[src/rtl/boot_loader.sv]
// boot_loader: boot-time ROM -> RAM copy sequencer.
// Sweeps the byte address space one word per cycle. The ROM drives the shared
// bus and the RAM captures it. The CPU is held in reset-hold until the image
// is resident.
// Build macro BOOT_VERIFY_EN adds a read-back pass that compares a checksum of
// the written words with a checksum of the RAM contents and flags `error`.
`ifndef ADDR_SIZE
`define ADDR_SIZE 8
`endif
`ifndef WORD_SIZE
`define WORD_SIZE 16
`endif

module boot_loader #(
  parameter int ADDR_W     = `ADDR_SIZE,
  parameter int DATA_W     = `WORD_SIZE,
  parameter int STEP       = 2,
  parameter int LOAD_BYTES = 2**ADDR_W
) (
  input  logic              clk,
  input  logic              rst,
  input  logic              start,
  input  logic [DATA_W-1:0] data_in,
  output logic [ADDR_W-1:0] addr,
  output logic              wr_en,
  output logic              rom_oe,
  output logic              busy,
  output logic              done,
  output logic              cpu_hold,
  output logic              error
);

  // Address of the final word of the image; reaching it ends a sweep, so the
  // address register never wraps during a sweep.
  localparam logic [ADDR_W-1:0] ADDR_STEP = ADDR_W'(STEP);
  localparam logic [ADDR_W-1:0] LAST_ADDR = ADDR_W'(LOAD_BYTES - STEP);

  typedef enum logic [2:0] {
    IDLE,
    LOAD,
    VERIFY,
    CHECK,
    DONE
  } state_t;

  state_t            state;
  state_t            state_nxt;
  logic [ADDR_W-1:0] addr_nxt;
  logic              wr_en_nxt;
  logic              rom_oe_nxt;
  logic              busy_nxt;
  logic              done_nxt;
  logic              cpu_hold_nxt;
  logic              last_word;

  // Byte address advance; wraps modulo 2**ADDR_W by construction.
  function automatic logic [ADDR_W-1:0] addr_inc(input logic [ADDR_W-1:0] a);
    return a + ADDR_STEP;
  endfunction

  assign last_word = (addr == LAST_ADDR);

`ifdef BOOT_VERIFY_EN
  logic [DATA_W-1:0] sum_w;
  logic [DATA_W-1:0] sum_r;
  logic [DATA_W-1:0] sum_w_nxt;
  logic [DATA_W-1:0] sum_r_nxt;
  logic              error_q;
  logic              error_nxt;

  // Modular (wrap-around) checksum accumulate, DATA_W bits wide.
  function automatic logic [DATA_W-1:0] csum_add(input logic [DATA_W-1:0] s,
                                                 input logic [DATA_W-1:0] d);
    return s + d;
  endfunction

  assign error = error_q;
`else
  // Bus sample is only consumed by the verify checksums.
  logic unused_data;
  assign unused_data = ^data_in;
  assign error       = 1'b0;
`endif

  // Next-state and next-output logic; every register holds unless a state acts.
  always_comb begin
    state_nxt    = state;
    addr_nxt     = addr;
    wr_en_nxt    = wr_en;
    rom_oe_nxt   = rom_oe;
    busy_nxt     = busy;
    done_nxt     = done;
    cpu_hold_nxt = cpu_hold;
`ifdef BOOT_VERIFY_EN
    sum_w_nxt    = sum_w;
    sum_r_nxt    = sum_r;
    error_nxt    = error_q;
`endif
    case (state)
      IDLE, DONE: begin
        // A start request (first run or re-run) begins a fresh load.
        if (start) begin
          state_nxt    = LOAD;
          addr_nxt     = '0;
          wr_en_nxt    = 1'b1;
          rom_oe_nxt   = 1'b1;
          busy_nxt     = 1'b1;
          done_nxt     = 1'b0;
          cpu_hold_nxt = 1'b1;
`ifdef BOOT_VERIFY_EN
          sum_w_nxt    = '0;
          sum_r_nxt    = '0;
          error_nxt    = 1'b0;
`endif
        end
      end
      LOAD: begin
        // The RAM captures the word on this edge; start is ignored here.
`ifdef BOOT_VERIFY_EN
        sum_w_nxt = csum_add(sum_w, data_in);
`endif
        if (last_word) begin
          addr_nxt   = '0;
          wr_en_nxt  = 1'b0;
          rom_oe_nxt = 1'b0;
`ifdef BOOT_VERIFY_EN
          state_nxt  = VERIFY;
`else
          state_nxt    = DONE;
          busy_nxt     = 1'b0;
          done_nxt     = 1'b1;
          cpu_hold_nxt = 1'b0;
`endif
        end else begin
          addr_nxt = addr_inc(addr);
        end
      end
`ifdef BOOT_VERIFY_EN
      VERIFY: begin
        // The RAM drives the bus by asynchronous read while the ROM stays off.
        sum_r_nxt = csum_add(sum_r, data_in);
        if (last_word) begin
          addr_nxt  = '0;
          state_nxt = CHECK;
        end else begin
          addr_nxt = addr_inc(addr);
        end
      end
      CHECK: begin
        // Release the CPU regardless of the outcome; error is reported alongside.
        state_nxt    = DONE;
        busy_nxt     = 1'b0;
        done_nxt     = 1'b1;
        cpu_hold_nxt = 1'b0;
        error_nxt    = (sum_w != sum_r);
      end
`endif
      default: state_nxt = IDLE;
    endcase
  end

  // State and registered outputs; synchronous reset has priority over start.
  always_ff @(posedge clk) begin
    if (rst) begin
      state    <= IDLE;
      addr     <= '0;
      wr_en    <= 1'b0;
      rom_oe   <= 1'b0;
      busy     <= 1'b0;
      done     <= 1'b0;
      cpu_hold <= 1'b1;
`ifdef BOOT_VERIFY_EN
      sum_w    <= '0;
      sum_r    <= '0;
      error_q  <= 1'b0;
`endif
    end else begin
      state    <= state_nxt;
      addr     <= addr_nxt;
      wr_en    <= wr_en_nxt;
      rom_oe   <= rom_oe_nxt;
      busy     <= busy_nxt;
      done     <= done_nxt;
      cpu_hold <= cpu_hold_nxt;
`ifdef BOOT_VERIFY_EN
      sum_w    <= sum_w_nxt;
      sum_r    <= sum_r_nxt;
      error_q  <= error_nxt;
`endif
    end
  end

endmodule

[config.mk]
export PLATFORM = sky130hd
export DESIGN_NAME = boot_loader
export DESIGN_NICKNAME = d
export VERILOG_FILES = /design/src/rtl/boot_loader.sv
export SDC_FILE = /design/constraint.sdc
export NUM_CORES = 1
export LEC_CHECK = 0
export ABC_AREA = 1
export BUFFER_PORTS_ARGS = -buffer_cell sky130_fd_sc_hd__buf_4
export CORE_MARGIN = 5
export CORE_UTILIZATION = 45
export DETAILED_ROUTE_END_ITERATION = 10
export PLACE_DENSITY = 0.8
export SLEW_MARGIN = 20
export SYNTH_ARGS = -nofsm -noshare
export SYNTH_HDL_FRONTEND = slang
export SYNTH_SLANG_ARGS = --single-unit
[constraint.sdc]
create_clock -name clk -period 1.9 [get_ports clk]
set_clock_uncertainty 0.2 [all_clocks]
set_input_delay 0.19 -clock clk [delete_from_list [all_inputs] [get_ports clk]]
set_output_delay 0.19 -clock clk [all_outputs]
set_load 0.1 [all_outputs]
# --- Word-level counts from Yosys, hierarchy flattened ---
# Cells that the tools add are included.
op_classes:
  n_mux: 12
  n_addsub: 1
  n_reduce_logical: 6
  eq_ne: 5
ops:
  columns: ["operator", "n"]
  rows:
  - ["$mux 8", 2]
  - ["$pmux 8 s2", 1]
  - ["$add 8x2->8 const B", 1]
  - ["$eq 8x8->1 const B", 1]
  - ["$mux 3", 2]
  - ["$pmux 3 s2", 1]
  - ["$mux 1", 4]
  - ["$ne 2x2->1 const B", 2]
  - ["$pmux 1 s2", 2]
  - ["$reduce_and 2->1", 2]
  - ["$eq 3x1->1 const B", 1]
  - ["$eq 3x3->1 const B", 1]
  - ["$logic_not 3->1", 1]
  - ["$reduce_and 3->1", 1]
  - ["$reduce_bool 2->1", 1]
  - ["$reduce_or 2->1", 1]
word_totals:
  out_inout_bits: 14
  regBits: 14

# --- Longest topological paths before layout ---
# Gate-level depths: netlist of the first run.
depth:
  word_depth: 4
  mapped_depth: 8

# --- Worst setup path before layout of the first run ---
# OpenSTA, ideal clock, no wires.
synth_path:
  path_type: "register to register"
  start: "register addr[1]"
  end: "register addr[7]"
  path_buffers: 0
  arrival_ns: 1.753
  setup_ns: 0.113
  setup_slack_ns: -0.166
  required_time_ns: 1.587
  path_stages_with_launch: 7
  path_cell_list: "dfxtp_1 > ha_1 > nand2_1 > nor2_2 > nand4_1 > nand2_1 > nor2_1"
synth_via:
  elab_chain_len: 3
synth_rtl:
  columns: ["item", "line_no", "source"]
  rows:
  - ["from (decl)", "24", "output logic [ADDR_W-1:0] addr,"]
  - ["from (signal assigned)", "179", "addr <= addr_nxt;"]
  - ["$add 8x2->8 or $eq 8x8->1 (tied branches)", "58, 61", null]
  - ["$mux 8 (*)", "122", "if (last_word) begin"]
  - ["$pmux 8 s2 (*)", "99", "case (state)"]
# Mark *: on every way between the ends. The rest lies on a longest branch, timed or not.
# A chain may end at the register's enable or synchronous reset.

# --- Final worst setup path of the first run ---
layout_path:
  start: "register addr[6]"
  end: "output addr[6]"
# No word-level cell between the ends.

==> results of run 1 <==
stage by stage:
| step | instance area (sq um) | total power, mW |
|---|---|---|
| final | 753 | 0.604 |
| after global routing | 753 | 0.627 |
| after CTS | 753 | 0.612 |
| after detailed placement | 707 | 0.406 |
| after global placement | 707 | 0.404 |
| after floorplan | 613 | 0.388 |
kinds of logic (layout without fill, tap and decap cells):
group | count (synthesis) | in the layout | synth area share [%]
other | 1 | 2 | 0.621
flip-flops | 12 | 12 | 39.8
AO/OA/AOI/OAI | 10 | 10 | 9.94
adder cells (fa/ha/maj) | 1 | 1 | 2.07
buffers and inverters | 15 | 30 | 11.8
AND/OR/NAND/NOR | 39 | 39 | 34.4
XOR/XNOR | 1 | 1 | 1.45
placed cells by master, fill, tap and decap left out:
cell	n
ha_1	1
dlygate4sd3_1	1
nand3b_1	2
dfxtp_1	8
nand4_1	1
inv_1	10
nor2_4	1
a21oi_2	1
nand3_2	1
nand2_2	3
dfxtp_2	4
a21boi_2	1
nand2_1	17
clkbuf_8	1
nor2_2	2
xor2_1	1
nor3_2	2
buf_4	14
inv_2	1
a21oi_1	7
nand2_4	1
nand3_1	4
clkbuf_4	3
nor2_1	5
o21ai_0	1
conb_1	2
final cells by class:
class	count	area, sq um	share of cell area (%)
Multi-Input combinational cell	53	297	39.4
Tap cell	15	18.8	2.49
Sequential cell	12	245	32.6
Clock buffer	4	36.3	4.82
Timing Repair Buffer	15	115	15.3
Inverter	11	41.3	5.48
report_power, final:
group | leakage, nW | total, mW | switching (mW) | internal, mW
registers | 0.0994 | 0.265 | 0.00619 | 0.259
logic | 0.205 | 0.136 | 0.110 | 0.0266
clock network | 0.0210 | 0.203 | 0.0862 | 0.117
state kept, by name (all words and copies together), names as in the netlist:
| signal | count |
|---|---|
| state | 2 |
| cpu_hold | 1 |
| addr | 7 |
| done | 1 |
| busy | 1 |
what timing repair did:
action | in CTS | in global routing
hold buffers | 1 | 0
hold endpoints to repair | 4 | 0
setup endpoints to repair | 0 | 0
worst max path at each step:
stage,start,endpoint,slack (ns)
final,addr[6],addr[6],0.49
after global placement,addr[1],addr[5],0.61
after floorplan,addr[5],busy,0.0009
after detailed placement,addr[1],addr[5],0.60
after CTS,addr[6],addr[6],0.48
after global routing,rst,addr[3],0.43
routing by layer:
layer | routed length [microns] | share of wire (%) | vias up
met5 | 0 | 0 | -
met4 | 23 | 2.0 | 0
met3 | 117 | 10 | 4
met2 | 520 | 46 | 19
met1 | 473 | 42 | 240
li1 | - | - | 277
==> out/qor.csv, run 1 <==
stage,metric,value,unit
worst_setup_path,path_cells,buf_4,
grt,globalRouteMet3Util,5.86,%
final_layout,fin_nets,116,
grt,grt_pass1_vias,472,
final_layout,insertedDiodeCount,0,
grt,antenna_found_initial,0,
worst_setup_path,path_depth,1,
min_path,hp-class,primary input to register,
final_layout,utilization,58.6,%
drt,antenna_left,0,
sta,finalMaxSlewViolations,0,
worst_setup_path,critPathKind,register to primary output,
final_layout,n_fill_cell,128,
min_path,hold_depth,3,
final_layout,area_growth,24.6,%
sta,worst_slack,0.487,ns
sta,finalCriticalPeriod,1.41,ns
worst_setup_path,crit_required,1.51,ns
worst_setup_path,arrival,1.02,ns
flow_run,cap_violations,0,
logic_synthesis,postSynthAreaPerCell,7.65,sq um
placement,dp_cells,105,
sta,max_freq,708,MHz
logic_synthesis,synth_top_flop_cell,dfxtp_1,
placement,post-place-ws,0.597,ns
drt,wirelength,1130,microns
logic_synthesis,synth_cell_types,22,
cts,numClockSinks,12,
sta,post-route-period-util,74.4,%
drt,drt-vias-per-instance,4.91,
logic_synthesis,ys_async_sr_fraction,0,%
grt,grt-ovfl-total,0,
logic_synthesis,ys_ff_latch,12,
grt,track_usage,12.7,%
placement,place_congestion,0.741,
cts,cts_resized,0,
logic_synthesis,yosysTopAreaCell,dfxtp_1,
logic_synthesis,yosysWarnings,0,
final_layout,stdcell_count,110,
floorplan,die_h,46.6,microns
status,status,"finished, final reports clean",
placement,hpwlAfterDp,904,microns
grt,grt_pass1_wl,1870,microns
final_layout,drive_gt1_share,36.8,%
cts,path_clk_slew,0.07,ns
floorplan,coreArea,0.00128,sq mm
logic_synthesis,synth_edf_count,0,
drt,via_count,540,
floorplan,num_rows,13,
cts,clock_path_buffers,2,
floorplan,initial_utilization,47.0,%
logic_synthesis,yosysMostFrequentCell,nand2_1,
cts,insertion_delay,0.28,ns
cts,cts_tree,built,
worst_setup_path,critical_path_buf_inv_count,1,
sta,finalSetupTns,0,ns
sta,setup_viol,0,
sta,final_hold_viol_count,0,
power,ir_drop,0.367,mV
min_path,whs_endpoint,cpu_hold,
worst_setup_path,slowest_delay,0.42,ns
sta,rsz0062_at_grt,no,
grt,use_met1,13.8,%
cts,htreeDepth,1,
worst_setup_path,r2r-end,addr[5],
worst_setup_path,end_kind,primary output,
worst_setup_path,cp_top_family,flip-flops,
sta,hold_slack,0.0126,ns
logic_synthesis,syn_inst,79,
drt,drc,0,
logic_synthesis,mappedNetlistArea,604,sq um
drt,drt_first_pass_iters,3,
logic_synthesis,synth_top_area_share,39.8,%
worst_setup_path,ff2ff_setup_slack,0.59,ns
cts,cts_root_buffer,clkbuf_4,
worst_setup_path,r2r_cells,8,
grt,grt_busiest_layer,met2,
power,leakage,0.325,nW
drt,wire_per_inst,10.3,microns
logic_synthesis,ys_seq_area_share,39.8,%
logic_synthesis,synthTopCellsByCount,"nand2_1 (17), dfxtp_1 (12), inv_1 (10)",
floorplan,pin_count,33,
logic_synthesis,netlist_top_cells_area,"dfxtp_1 (40%), nand2_1 (11%), inv_1 (6.2%)",
drt,drtIter0Drc,5,
cts,cts_made_buffers,3,
worst_setup_path,cp_slowest_cell,dfxtp_1,
grt,grt_start_max_net_pins,11,
worst_setup_path,r2r-start,addr[1],
grt,grtUsageMet2,19.5,%
min_path,hold_start,start,
cts,post_cts_buffers,0,
worst_setup_path,critPathLaunchType,register,
floorplan,die_w,46.6,microns
worst_setup_path,worstPathMaxFanout,6,
floorplan,dieArea,0.00218,sq mm
power,pwr_density_cell,802,mW/mm^2
placement,io_buffers,14,
Note: power is estimated with default switching activity, not from simulation.
==> run 2, diff against run 1 <==
--- a/config.mk
+++ b/config.mk
@@ -8,9 +8,9 @@
 export ABC_AREA = 1
 export BUFFER_PORTS_ARGS = -buffer_cell sky130_fd_sc_hd__buf_4
 export CORE_MARGIN = 5
-export CORE_UTILIZATION = 45
+export CORE_UTILIZATION = 42
 export DETAILED_ROUTE_END_ITERATION = 10
-export PLACE_DENSITY = 0.8
+export PLACE_DENSITY = 0.75
 export SLEW_MARGIN = 20
 export SYNTH_ARGS = -nofsm -noshare
 export SYNTH_HDL_FRONTEND = slang
==> constraint.sdc (replaced) <==
create_clock -name clk -period 1.4 [get_ports clk]
set_clock_uncertainty 0.2 [all_clocks]
set_input_delay 0.14 -clock clk [delete_from_list [all_inputs] [get_ports clk]]
set_output_delay 0.14 -clock clk [all_outputs]
set_load 0.1 [all_outputs]
==> out/qor.csv, run 2 (synthesis results as in run 1) <==
stage,metric,value,unit,change
power,power,819,uW,+36%
grt,antenna_found_initial,0,,unchanged
final_layout,final_cell_mix,"nand2_1 (14), buf_4 (14), inv_1 (9), dfxtp_4 (7)",,
sta,setup_viol,0,,unchanged
final_layout,area_growth,35.4,%,
sta,finalSetupTns,0,ns,unchanged
drt,via_count,536,,-0.74%
cts,insertion_delay,0.28,ns,about the same
status,status,"finished, final reports clean",,
sta,worst_slack,0.0873,ns,-0.400 ns
worst_setup_path,arrival,1.29,ns,+0.27 ns
power,ir_drop,0.630,mV,+72%
drt,drt-vias-per-instance,4.83,,-1.6%
power,leakage,0.335,nW,+3.0%
sta,finalCriticalPeriod,1.31,ns,
floorplan,die_h,47.9,microns,+2.8%
min_path,hold_start,cpu_hold,,
sta,max_freq,762,MHz,
floorplan,coreArea,0.00133,sq mm,+3.8%
placement,place_congestion,0.762,,+2.9%
worst_setup_path,critPathLaunchType,primary input,,
cts,htreeDepth,1,,unchanged
worst_setup_path,ff2ff_setup_slack,0.13,ns,-0.46 ns
final_layout,finalInstanceArea,818,sq um,+8.6%
drt,drt_first_pass_iters,4,,+1
cts,cts_made_buffers,3,,unchanged
floorplan,pin_count,33,,unchanged
floorplan,initial_utilization,45.3,%,-1.7 points
placement,post-place-ws,0.128,ns,-0.469 ns
floorplan,die_w,47.9,microns,+2.8%
worst_setup_path,critPathKind,primary input to register,,
min_path,hp-class,register to register,,
sta,post-route-period-util,93.8,%,
grt,grt-ovfl-total,0,,unchanged
min_path,whs_endpoint,cpu_hold,,
floorplan,num_rows,13,,unchanged
worst_setup_path,r2r-start,state[2],,
sta,final_hold_viol_count,0,,unchanged
grt,grt_pass1_vias,427,,-9.5%
final_layout,insertedDiodeCount,0,,unchanged
cts,cts_tree,built,,
cts,numClockSinks,12,,unchanged
cts,post_cts_buffers,0,,unchanged
grt,grt_pass1_wl,1680,microns,-10%
final_layout,top_regs,"addr (7), state (2)",,
final_layout,fin_nets,117,,+0.86%
drt,wirelength,1160,microns,+2.6%
grt,track_usage,11.0,%,-1.7 points
final_layout,largest_reg_flops,7,,unchanged
drt,wire_per_inst,10.5,microns,+1.6%
flow_run,cap_violations,0,,unchanged
drt,drc,0,,unchanged
grt,grt_start_max_net_pins,11,,unchanged
sta,rsz0062_at_grt,no,,
drt,antenna_left,0,,unchanged
placement,postPlaceCellArea,748,sq um,+5.8%
min_path,hold_depth,2,,-1
floorplan,dieArea,0.00230,sq mm,+5.6%
cts,clock_path_buffers,2,,unchanged
placement,hpwlAfterDp,915,microns,+1.2%
drt,drtIter0Drc,8,,+3
sta,finalMaxSlewViolations,0,,unchanged
worst_setup_path,end_kind,register,,
final_layout,largest_register,addr,,
worst_setup_path,r2r-end,addr[4],,
final_layout,drive_gt1_share,49.0,%,+12 points
worst_setup_path,crit_required,1.37,ns,-0.14 ns
cts,cts_root_buffer,clkbuf_4,,
cts,path_clk_slew,0.08,ns,about the same
worst_setup_path,worstPathMaxFanout,10,,+4
worst_setup_path,r2r_cells,6,,-2
power,pwr_density_cell,1000,mW/mm^2,+25%
placement,io_buffers,14,,unchanged
==> run 2: metal layers <==
layer / GRT usage [%] / part of all wire (%)
met1: 13.7 / 43
met2: 15.6 / 47
met3: 3.38 / 7.1
met4: 8.06 / 3.1
met5: 0 / 0
==> run 2: power by group <==
group / internal (mW) / switching, mW
sequential: 0.340 / 0.0104
clock: 0.158 / 0.120
combinational: 0.0402 / 0.150
total: 0.539 / 0.281
==> run 2: worst max-delay path by stage <==
stage,start,to,slack [ns],cells after the start
after floorplan,addr[2],addr[5],-0.05,8
after global placement,state[0],addr[7],0.14,5
after detailed placement,state[0],addr[4],0.13,5
after CTS,start,addr[4],0.03,7
after global routing,addr[2],addr[5],0.02,8
final,start,addr[4],0.09,7
==> run 2: layout make-up <==
class,count,area (sq um)
multi-input cells,53,328
repair buffers,16,125
clock buffers,4,36.3
inverters,11,41.3
flip-flops and latches,12,269
fillers,129,515
well taps,15,18.8
==> run 2: worst max-delay path, stage by stage <==
cell and delay (ns):
dlygate4sd3_1 0.53, buf_4 0.14, nand2_2 0.10, nand2_4 0.10
nand2_2 0.10, xor2_2 0.13, nor2_1 0.04
==> run 2: repair_timing <==
| item | CTS | global route |
|---|---|---|
| setup endpoints to repair | 0 | 3 |
| hold buffers | 2 | 0 |
| resized for setup | 0 | 3 |
| endpoints found under the hold margin | 8 | 0 |
==> run 2: through the flow <==
step	hold slack, ns	std cells	utilization (%)
2_1_floorplan	-0.000643	80	-
3_3_place_gp	0.145	105	56.1
3_5_place_dp	0.150	105	56.1
4_1_cts	0.255	111	60.3
5_1_grt	0.287	111	61.4
6_report	0.251	111	61.4
